**config.mk**
```make
export PLATFORM = sky130hd
export DESIGN_NAME = fpr_cdb_arbiter
export DESIGN_NICKNAME = d
export VERILOG_FILES = /design/src/rtl/fpr_cdb_arbiter_pkg.sv /design/src/rtl/fpr_cdb_arbiter_rr_pick.sv /design/src/rtl/fpr_cdb_arbiter.sv
export SDC_FILE = /design/constraint.sdc
export NUM_CORES = 1
export LEC_CHECK = 0
export ABC_AREA = 1
export BUFFER_PORTS_ARGS = -buffer_cell sky130_fd_sc_hd__buf_4
export CAP_MARGIN = 40
export CORE_MARGIN = 1
export CORE_UTILIZATION = 30
export CTS_BUF_LIST = sky130_fd_sc_hd__clkbuf_4 sky130_fd_sc_hd__clkbuf_8 sky130_fd_sc_hd__clkbuf_16
export CTS_CLUSTER_SIZE = 28
export DETAILED_ROUTE_END_ITERATION = 8
export PLACE_DENSITY_LB_ADDON = 0.08
export SLEW_MARGIN = 20
export SYNTH_ARGS = -nofsm -noshare
export SYNTH_HDL_FRONTEND = slang
export SYNTH_HIERARCHICAL = 1
export SYNTH_SLANG_ARGS = --single-unit
```
**constraint.sdc**
```tcl
create_clock -name clk -period 3.27 [get_ports clk]
set_input_delay 0.4905 -clock clk [delete_from_list [all_inputs] [get_ports clk]]
set_output_delay 0.4905 -clock clk [all_outputs]
set_load 0.01 [all_outputs]
```
**src/rtl/fpr_cdb_arbiter_pkg.sv**
```systemverilog
// Shared FPR CDB types and requester indices for the FP execution units.
package fpr_cdb_arbiter_pkg;
  localparam int ROB_WIDTH = 6;

  typedef struct packed {
    logic                 valid;
    logic [ROB_WIDTH-1:0] tag;
    logic [31:0]          data;
  } cdb_t;

  localparam int N_FPR_CDB_REQ = 4;
  localparam int FPR_REQ_FMUL  = 0;
  localparam int FPR_REQ_FADD  = 1;
  localparam int FPR_REQ_FINV  = 2;
  localparam int FPR_REQ_LOAD  = 3;
endpackage

```
**src/rtl/fpr_cdb_arbiter_rr_pick.sv**
```systemverilog
// Rotating priority encoder: first set bit of mask at ptr, ptr+1, ... wrapping mod N.
module rr_pick #(
  parameter int N     = 4,
  localparam int PTR_W = $clog2(N)
) (
  input  logic [N-1:0]     mask,
  input  logic [PTR_W-1:0] ptr,
  output logic [N-1:0]     onehot,
  output logic [PTR_W-1:0] idx,
  output logic             any
);
  logic [N-1:0]     rot;
  logic [PTR_W-1:0] first;

  // N is a power of two, so PTR_W-bit addition wraps exactly mod N.
  always_comb begin
    for (int i = 0; i < N; i++) rot[i] = mask[PTR_W'(i) + ptr];
  end

  always_comb begin
    first = '0;
    for (int i = N - 1; i >= 0; i--) if (rot[i]) first = PTR_W'(i);
  end

  assign any = |mask;
  assign idx = first + ptr;

  always_comb begin
    for (int i = 0; i < N; i++) onehot[i] = any && (idx == PTR_W'(i));
  end
endmodule

```
**src/rtl/fpr_cdb_arbiter.sv**
```systemverilog
// Round-robin arbiter with urgent tier sharing the FPR CDB; winner registered onto fpr_cdb.
module fpr_cdb_arbiter
  import fpr_cdb_arbiter_pkg::*;
#(
  parameter int N_REQ  = N_FPR_CDB_REQ,
  localparam int PTR_W = $clog2(N_REQ)
) (
  input  logic                            clk,
  input  logic                            reset,
  input  logic [N_REQ-1:0]                req_valid,
  input  logic [N_REQ-1:0]                req_urgent,
  input  logic [N_REQ-1:0][ROB_WIDTH-1:0] req_tag,
  input  logic [N_REQ-1:0][31:0]          req_data,
  output logic [N_REQ-1:0]                req_ready,
  input  logic                            flush,
  output cdb_t                            fpr_cdb
);
  logic [PTR_W-1:0] rr_ptr_q, rr_ptr_d;
  cdb_t             cdb_q, cdb_d;
  logic [N_REQ-1:0] urg, sel_mask, onehot;
  logic [PTR_W-1:0] win;
  logic             any, xfer;

  // Urgent requesters form a strict tier above the normal round-robin pool.
  always_comb begin
    urg      = req_valid & req_urgent;
    sel_mask = (|urg) ? urg : req_valid;
  end

  rr_pick #(.N(N_REQ)) u_pick (
    .mask   (sel_mask),
    .ptr    (rr_ptr_q),
    .onehot (onehot),
    .idx    (win),
    .any    (any)
  );

  always_comb begin
    xfer      = any && !flush && reset;
    req_ready = xfer ? onehot : '0;
    rr_ptr_d  = rr_ptr_q;
    cdb_d     = cdb_q;
    cdb_d.valid = 1'b0;
    if (xfer) begin
      rr_ptr_d = win + PTR_W'(1);
      cdb_d    = '{valid: 1'b1, tag: req_tag[win], data: req_data[win]};
    end
  end

  always_ff @(posedge clk or negedge reset) begin
    if (!reset) begin
      rr_ptr_q <= '0;
      cdb_q    <= '0;
    end else begin
      rr_ptr_q <= rr_ptr_d;
      cdb_q    <= cdb_d;
    end
  end

  assign fpr_cdb = cdb_q;
endmodule

```
Word-level counts from Yosys, hierarchy flattened. Cells that the tools add are included. Widths: inputs -> output; s select.

Register bits after elaboration: 41. Latch bits: 0. RAM bits: 0. ROM bits: 0. Word-level logic and storage cells: 47. Memories kept: 0.

$add $sub $neg: 5. $mul: 0. Divide/modulo/power cells: 0. $lt $le $gt $ge: 5. Equal/unequal tests: 3. Shifts and indexed selects: 0. Multiplexer cells: 19. Bitwise logic cells: 1. Reduce and logical (&&, ||, !) cells: 10.

Operators by type and width (count): $bmux 32 s2 (1); $mux 39 (1); $mux 32 (1); $lt 2x3->1 const B (5); $bmux 6 s2 (1); $bmux 1 s2 (4); $mux 2 (4); $mux 4 (2); $reduce_or 4->1 (2); $logic_and 1x1->1 (6); $mux 6 (1); $add 2x2->2 const A (2); $and 4x4->4 (1); $eq 2x2->1 const B (2); $mux 1 (4); $add 1x2->2 const A (1); $add 2x1->2 const B (1); $add 2x2->2 (1); $eq 2x1->1 const B (1); $logic_not 2->1 (1); $logic_not 1->1 (1).

Longest topological paths before layout. Gate-level depths: netlist of run 1.

Depth after elaboration: 13. Depth in mapped cells: 24. Mapped depth without buffers: 22.

Modules after synthesis. Netlist of run 1, hierarchy kept.

By module, submodules not included: fpr_cdb_arbiter (times used 1, cells each 639, area an instance 3450.8 um^2); rr_pick (times used 1, cells each 62, area an instance 322.8 um^2).

Worst setup path before layout of run 1. No wires, ideal clock.

Path kind: input -> output. Start point: input req_valid[0]. End point: output req_ready[0]. Arrival time: 2.296 ns. Data required time: 2.779 ns. Path slack: 0.483 ns. Stages on the path: 20. Path buffers: 0. Path through: nand2_1 nand2_1 nor2_1 nand2_1 nand2_1 inv_1 nand2_1 nand2_1 nand2_1 nand2_1 a31oi_1 nor2_1 ha_1 xnor2_1 inv_1 nand2_4 nand2_2 nor2_1 inv_1 nor2_1.

Word-level cells in the longest chain between the ends: 13. Elaborated cells on any way between the ends: 22. Classes of those cells: add/sub: 1; mux: 14; bitwise: 1; reduce/logical: 6.

Ends and longest elaborated chain: start, declared (RTL line fpr_cdb_arbiter.sv:10) `input logic [N_REQ-1:0] req_valid,`; $and 4x4->4 (*) (RTL line fpr_cdb_arbiter.sv:26) `urg = req_valid & req_urgent;`; $reduce_or 4->1 (*) (RTL line fpr_cdb_arbiter.sv:27) `sel_mask = (|urg) ? urg : req_valid;`; $mux 4 (*) (RTL line fpr_cdb_arbiter.sv:27); named net sel_mask[1] (RTL line fpr_cdb_arbiter.sv:20) `logic [N_REQ-1:0] urg, sel_mask, onehot;`; $bmux 1 s2 (RTL line fpr_cdb_arbiter_rr_pick.sv:17) `for (int i = 0; i < N; i++) rot[i] = mask[PTR_W'(i) + ptr];`; $mux 1 (implied by the code) (RTL line fpr_cdb_arbiter_rr_pick.sv:17); $mux 2 (3 in series) (RTL line fpr_cdb_arbiter_rr_pick.sv:22) `for (int i = N - 1; i >= 0; i--) if (rot[i]) first = PTR_W'(i);`; $mux 2 (*) (RTL line fpr_cdb_arbiter_rr_pick.sv:22); $add 2x2->2 (*) (RTL line fpr_cdb_arbiter_rr_pick.sv:26) `assign idx = first + ptr;`; named net win[1] (RTL line fpr_cdb_arbiter.sv:21) `logic [PTR_W-1:0] win;`; $logic_not 2->1 (*) (RTL line fpr_cdb_arbiter_rr_pick.sv:29) `for (int i = 0; i < N; i++) onehot[i] = any && (idx == PTR_W'(i));`; $logic_and 1x1->1 (*) (RTL line fpr_cdb_arbiter_rr_pick.sv:29); named net onehot[0] (RTL line fpr_cdb_arbiter.sv:20); $mux 4 (*) (RTL line fpr_cdb_arbiter.sv:40) `req_ready = xfer ? onehot : '0;`; end, declared (RTL line fpr_cdb_arbiter.sv:14) `output logic [N_REQ-1:0] req_ready,`.

Mark *: on every way through the listed nets, which the timed path passes. The rest lies on a longest branch. The select of a mux whose other input is x is not followed.

Worst setup path after layout of run 1.
Start point: input req_valid[0]. End point: output req_ready[1].

Word-level cells in the longest chain between the ends: 13. Elaborated cells on any way between the ends: 22. Classes of those cells: add/sub: 1; eq/ne: 1; mux: 14; bitwise: 1; reduce/logical: 5.

Ends and longest elaborated chain (RTL line): $and 4x4->4 (*) (fpr_cdb_arbiter.sv:26); $reduce_or 4->1 (*) (fpr_cdb_arbiter.sv:27); $mux 4 (*) (fpr_cdb_arbiter.sv:27); named net sel_mask[3] (fpr_cdb_arbiter.sv:20); $bmux 1 s2 (fpr_cdb_arbiter_rr_pick.sv:17); $mux 1 (implied by the code) (fpr_cdb_arbiter_rr_pick.sv:17); $mux 2 (3 in series) (fpr_cdb_arbiter_rr_pick.sv:22); $mux 2 (*) (fpr_cdb_arbiter_rr_pick.sv:22); $add 2x2->2 (*) (fpr_cdb_arbiter_rr_pick.sv:26); named net win[1] (fpr_cdb_arbiter.sv:21); $eq 2x1->1 (*) (fpr_cdb_arbiter_rr_pick.sv:29); $logic_and 1x1->1 (*) (fpr_cdb_arbiter_rr_pick.sv:29); named net onehot[1] (fpr_cdb_arbiter.sv:20); $mux 4 (*) (fpr_cdb_arbiter.sv:40).

Marks and branches as above.

==> impl_metrics.py, run 1 <==
metrics = {
    "final_layout": {
        "final_nets": 1054,
        "antennaDiodeCount": 0,
        "area_delta_synth_final_pct": 49.2,
        "final_util_pct": 46.5,
        "drive_above_1_share_pct": 28.7,
    },
    "power_and_ir_drop": {
        "p_sw_mw": 3.41,
        "vdd_ir_drop_max_mv": 0.658,
        "leakagePower_nw": 3.71,
        "total_power_mw": 6.45,
        "clkPwrFrac_pct": 9.1,
        "combPwrFrac_pct": 76.8,
        "seq_power_share_pct": 14.1,
        "p_sw_share_pct": 52.9,
        "powerDensity_nw_per_um2": 1150,
        "internal_power_mw": 3.04,
    },
    "timing": {
        "clock.fmax_ghz": 0.323,
        "post-route-min-period_ps": 3090,
        "fin_ws_ps": 177,
        "finalHoldViolations": 0,
        "slew_viol_final": 0,
        "min_period_over_period_pct": 94.6,
        "clock_skew_ps": 5.87,
        "setup_tns_ps": 0,
        "setup_viol": 0,
        "tightestPinTransition_ps": 559,
        "slew_headroom_pct": 62.7,
    },
    "placement": {
        "place_ws_ps": 32.2,
        "dp_hpwl_microns": 8630,
        "io_buffers": 205,
        "finalWeightedCongestion": 0.808,
    },
    "detailed_routing": {
        "final_antenna_net_count": 0,
        "drt_pass1_iterations": 4,
        "wire_per_inst_microns": 10.8,
        "routed_via_density": 4.24,
        "dr_total_vias": 4491,
        "drt-total-wl_microns": 11500,
        "first_iter_violations": 231,
        "drc": 0,
    },
    "clock_tree": {
        "root_buffer": "clkbuf_16",
        "postCtsSetupBuffers": 0,
        "clock_latency_ps": 280,
        "clock-sinks": 41,
        "cts_tree": "yes",
        "htreeDepth": 2,
        "post_cts_resized": 0,
        "numCtsBuffers": 5,
        "clockBufferDepth": 2,
        "cts_hold_buf": 0,
        "clk_pin_slew_worst_paths_ps": 60,
    },
    "floorplan": {
        "initial_core_util_pct": 31.2,
        "rows": 40,
        "dieHeight_microns": 114,
        "dieWidth_microns": 114,
        "core_sq_um": 12100,
        "die_area_sq_um": 13000,
        "io_pins": 206,
    },
    "critical_path": {
        "cp_max_fo": 5,
        "worst_path_largest_cell_delay_ps": 210,
        "cp_common_cell": "nand2_1",
        "critical_path.cell_chain": "buf_4, nand2_1, nand2_1, nor2_4, nand2_1, nand2_1, inv_2, nand2_2, nand2_1, nand2_1, nand2_1, a31oi_1, nor2_1, ha_2, xnor2_2, inv_2, nand2_4, nand2_4, nor2_1, inv_1, nor2_1, buf_4",
        "cp_data_arrival_time_ps": 2600,
        "critPathRequiredTime_ps": 2780,
        "crit_path_end_kind": "output pin",
        "cp_slowest_cell": "xnor2_2",
        "r2r_start": "rr_ptr_q[0]$_DFFE_PN0N_",
        "start_kind": "input pin",
        "ff2ff_path_depth": 16,
        "crit_buf_inv": 5,
        "r2r_end": "fpr_cdb[30]$_DFFE_PN0N_",
        "crit_family": "simple AND/OR/NAND/NOR gates",
        "worstSetupPathType": "in -> out",
        "r2r_setup_slack_ps": 670,
    },
    "yosys": {
        "ys_seq_area_share_pct": 27.2,
        "ys_types": 23,
        "syn_avg_cell_area_sq_um": 5.38,
        "synth_nets": 865,
        "syn_inst": 701,
        "ys_warn_count": 6,
        "syn_area_sq_um": 3770,
        "ys_seq_elements": 41,
    },
    "global_routing": {
        "grt.overflow.total": 0,
        "grt_antenna_before_repair": 0,
        "grt_usage_pct": 18.0,
        "first_global_vias": 4299,
        "grt_max_degree": 45,
        "grt_pass1_wl_microns": 19100,
    },
    "run": {
        "cap_viol_max_count": 0,
    },
    "worst_hold_path": {
        "hold_path_class": "in -> async",
    },
    "status": {
        "status": "completed",
    },
}
-- cells in the final DEF (no fill, tap or decap), drive strengths merged, types with 2 or more instances in the layout --
cell type and count:
a21oi 2, buf 216, clkbuf 7, dfrtp 41, inv 167, nand2 361
nand3 79, nor2 10, o21ai 2, xnor2 2
-- flip-flops by register name, summed over array words and instances, names as in the netlist --
register,count
fpr_cdb,39
rr_ptr_q,2
-- synth_stat cells --
cell type	instances	area share (%)
buf_2	15	2.0
dfrtp_1	41	27
buf_1	3	0.30
nor2_4	1	0.30
a31oi_1	1	0.17
nand3_1	78	10
xnor2_1	2	0.46
inv_2	4	0.40
inv_8	1	0.30
clkbuf_1	6	0.60
inv_1	162	16
buf_4	3	0.60
nand2_1	350	35
nand4_1	1	0.17
nand2_4	2	0.60
buf_6	7	2.1
a21oi_1	2	0.27
nand3_2	1	0.27
ha_1	1	0.33
nor2_1	8	0.80
o21ai_0	2	0.27
nand2_2	9	1.5
nor2_2	1	0.17
-- metrics by stage --
step	hold slack (ps)	area, sq um	cells
after floorplan	195	3770	701
after global placement	462	5420	1051
after detailed placement	467	5420	1051
after CTS	331	5590	1059
after global routing	350	5630	1059
final	289	5630	1059
-- power groups by stage --
| stage | clock [mW] | combinational [mW] | sequential, mW |
|---|---|---|---|
| floorplan | 0 | 3.73 | 0.987 |
| global placement | 0 | 4.91 | 0.912 |
| detailed placement | 0 | 4.94 | 0.915 |
| CTS | 0.609 | 4.96 | 0.914 |
| global route | 0.625 | 5.70 | 0.944 |
| finish | 0.584 | 4.96 | 0.912 |
-- how the worst max path moves through the flow --
| stage | from | to | slack (ps) | depth (start not counted) |
|---|---|---|---|---|
| 2_1_floorplan | req_valid[0] | req_ready[0] | 480 | 20 |
| 3_3_place_gp | req_valid[0] | req_ready[1] | 210 | 22 |
| 3_5_place_dp | req_valid[0] | req_ready[1] | 30 | 22 |
| 4_1_cts | req_valid[0] | req_ready[1] | 20 | 22 |
| 5_1_grt | req_valid[0] | req_ready[3] | -50 | 20 |
| 6_report | req_valid[0] | req_ready[1] | 180 | 22 |
-- routing by layer --
layer	part of all wire, %	vias up	routed length, microns	GRT usage, %
li1	-	2375	-	-
met1	44	1975	5060	21.6
met2	48	132	5510	32.6
met3	6.9	9	792	3.92
met4	0.86	0	99	4.16
met5	0	-	0	0
-- layout make-up --
type,count,area (sq um)
fill,1323,6480
multi-input combinational,459,1950
timing repair buffer,216,1630
sequential,41,1030
inverter,167,634
tap,168,210
clock buffer,7,146
clock inverter,1,30.0
-- cells by family after synthesis --
family          synth area share, %
buf+inv                        22.4
flops                          27.2
compound gates                0.696
simple gates                   48.9
xor+xnor                      0.464
fa+ha+maj                     0.332
Power figures use the tool's default switching activity.
==> run 2, diff against run 1 <==
- clock period: 3.27 -> 3.9 ns (I/O delays scaled with it)
==> impl_metrics.py, run 2 (same netlist as run 1, synthesis figures left out) <==
metrics = {
    "clock_tree": {
        "numCtsBuffers": 5,
        "root_buffer": "clkbuf_16",
        "cts_tree": "yes",
        "post_cts_resized": 0,
        "htreeDepth": 2,
        "cts_hold_buf": 0,
        "clock_latency_ps": 280,
        "clock-sinks": 41,
        "postCtsSetupBuffers": 0,
        "clk_pin_slew_worst_paths_ps": 60,
        "clockBufferDepth": 2,
    },
    "power_and_ir_drop": {
        "leakagePower_nw": 3.70,
        "vdd_ir_drop_max_mv": 0.735,
        "total_power_mw": 5.27,
        "powerDensity_nw_per_um2": 946,
    },
    "placement": {
        "io_buffers": 205,
        "placed_area_sq_um": 5390,
        "finalWeightedCongestion": 0.833,
        "dp_hpwl_microns": 8380,
    },
    "timing": {
        "setup_tns_ps": 0,
        "setup_viol": 0,
        "finalHoldViolations": 0,
        "tightestPinTransition_ps": 593,
        "clock_skew_ps": 2.26,
        "slew_headroom_pct": 60.5,
        "min_period_over_period_pct": 85.4,
        "post-route-min-period_ps": 3330,
        "rsz0062_at_grt": "no",
        "slew_viol_final": 0,
        "clock.fmax_ghz": 0.300,
    },
    "floorplan": {
        "dieWidth_microns": 114,
        "die_area_sq_um": 13000,
        "io_pins": 206,
        "dieHeight_microns": 114,
        "rows": 40,
        "initial_core_util_pct": 31.2,
        "core_sq_um": 12100,
    },
    "detailed_routing": {
        "wire_per_inst_microns": 11.0,
        "drt-total-wl_microns": 11600,
        "first_iter_violations": 184,
        "final_antenna_net_count": 0,
        "drc": 0,
        "drt_pass1_iterations": 4,
        "dr_total_vias": 4451,
        "routed_via_density": 4.21,
    },
    "critical_path": {
        "cp_data_arrival_time_ps": 2750,
        "cp_max_fo": 4,
        "critPathRequiredTime_ps": 3310,
        "worstSetupPathType": "in -> out",
        "start_kind": "input pin",
        "crit_path_end_kind": "output pin",
    },
    "global_routing": {
        "grt_max_degree": 47,
        "grt.overflow.total": 0,
        "grt_antenna_before_repair": 0,
        "grt_pass1_wl_microns": 19200,
        "first_global_vias": 4239,
        "grt_usage_pct": 18.2,
    },
    "run": {
        "cap_viol_max_count": 0,
    },
    "final_layout": {
        "drive_above_1_share_pct": 27.1,
        "final_nets": 1051,
        "final_common_cell": "nand2_1",
        "layout_common_cells": "nand2_1 (350), buf_4 (211), inv_1 (162), nand3_1 (78), dfrtp_1 (41)",
        "final_util_pct": 46.0,
        "antennaDiodeCount": 0,
        "largest_reg_flops": 39,
        "area_delta_synth_final_pct": 47.6,
        "finalInstanceArea_sq_um": 5570,
    },
    "status": {
        "status": "completed",
    },
    "worst_hold_path": {
        "hold_path_class": "in -> async",
    },
}
==> run 2: area by class of cell <==
cell class	instances	area (sq um)
Clock inverter	1	5.00
Inverter	167	634
Sequential cell	41	1030
Tap cell	168	210
Timing Repair Buffer	213	1630
Fill cell	1326	6540
Clock buffer	7	153
Multi-Input combinational cell	459	1910
==> run 2: worst paths after layout <==
check / startpoint / cells after the start / slack (ps) / end
worst max-delay path: req_valid[1] / 22 / 570 / req_ready[1]
worst min-delay path: reset / 1 / 310 / fpr_cdb[17]$_DFFE_PN0N_
worst max register to register: rr_ptr_q[0]$_DFFE_PN0N_ / 16 / 1120 / fpr_cdb[30]$_DFFE_PN0N_
worst min register to register: fpr_cdb[10]$_DFFE_PN0N_ / 2 / 480 / fpr_cdb[10]$_DFFE_PN0N_
max in group asynchronous: reset / 1 / 3190 / fpr_cdb[1]$_DFFE_PN0N_
min in group clk: fpr_cdb[10]$_DFFE_PN0N_ / 2 / 480 / fpr_cdb[10]$_DFFE_PN0N_
==> run 2: power breakdown <==
part           total, mW  switching (mW)  internal (mW)
Clock              0.442           0.170          0.271
Sequential         0.768           0.140          0.628
Combinational       4.06            2.53           1.53
Total               5.27            2.84           2.43
==> run 2: worst max-delay path, stage by stage <==
cell and delay [ps]:
buf_4 110, nand2_1 70, nand2_1 50, nor2_1 200, nand2_1 80, nand2_1 80
inv_1 70, nand2_1 90, nand2_1 50, nand2_1 70, nand2_1 80, a31oi_1 130
nor2_1 60, ha_2 170, xnor2_1 210, inv_1 110, nand2_4 90, nand2_2 80
nor2_1 90, inv_1 50, nor2_1 100, buf_4 130
==> run 2: through the flow <==
step	hold slack, ps	instances	setup slack (ps)
5_1_grt	351	1056	219
2_1_floorplan	289	701	924
3_5_place_dp	466	1047	567
3_3_place_gp	463	1047	621
4_1_cts	332	1055	566
6_report	309	1056	570
==> run 2: per-layer routing <==
metal | global-route usage (%) | vias up | routed length [microns]
met5 | 0 | - | 0
met3 | 4.34 | 5 | 801
met1 | 21.8 | 1939 | 5080
li1 | - | 2368 | -
met2 | 33.0 | 139 | 5610
met4 | 3.38 | 0 | 78
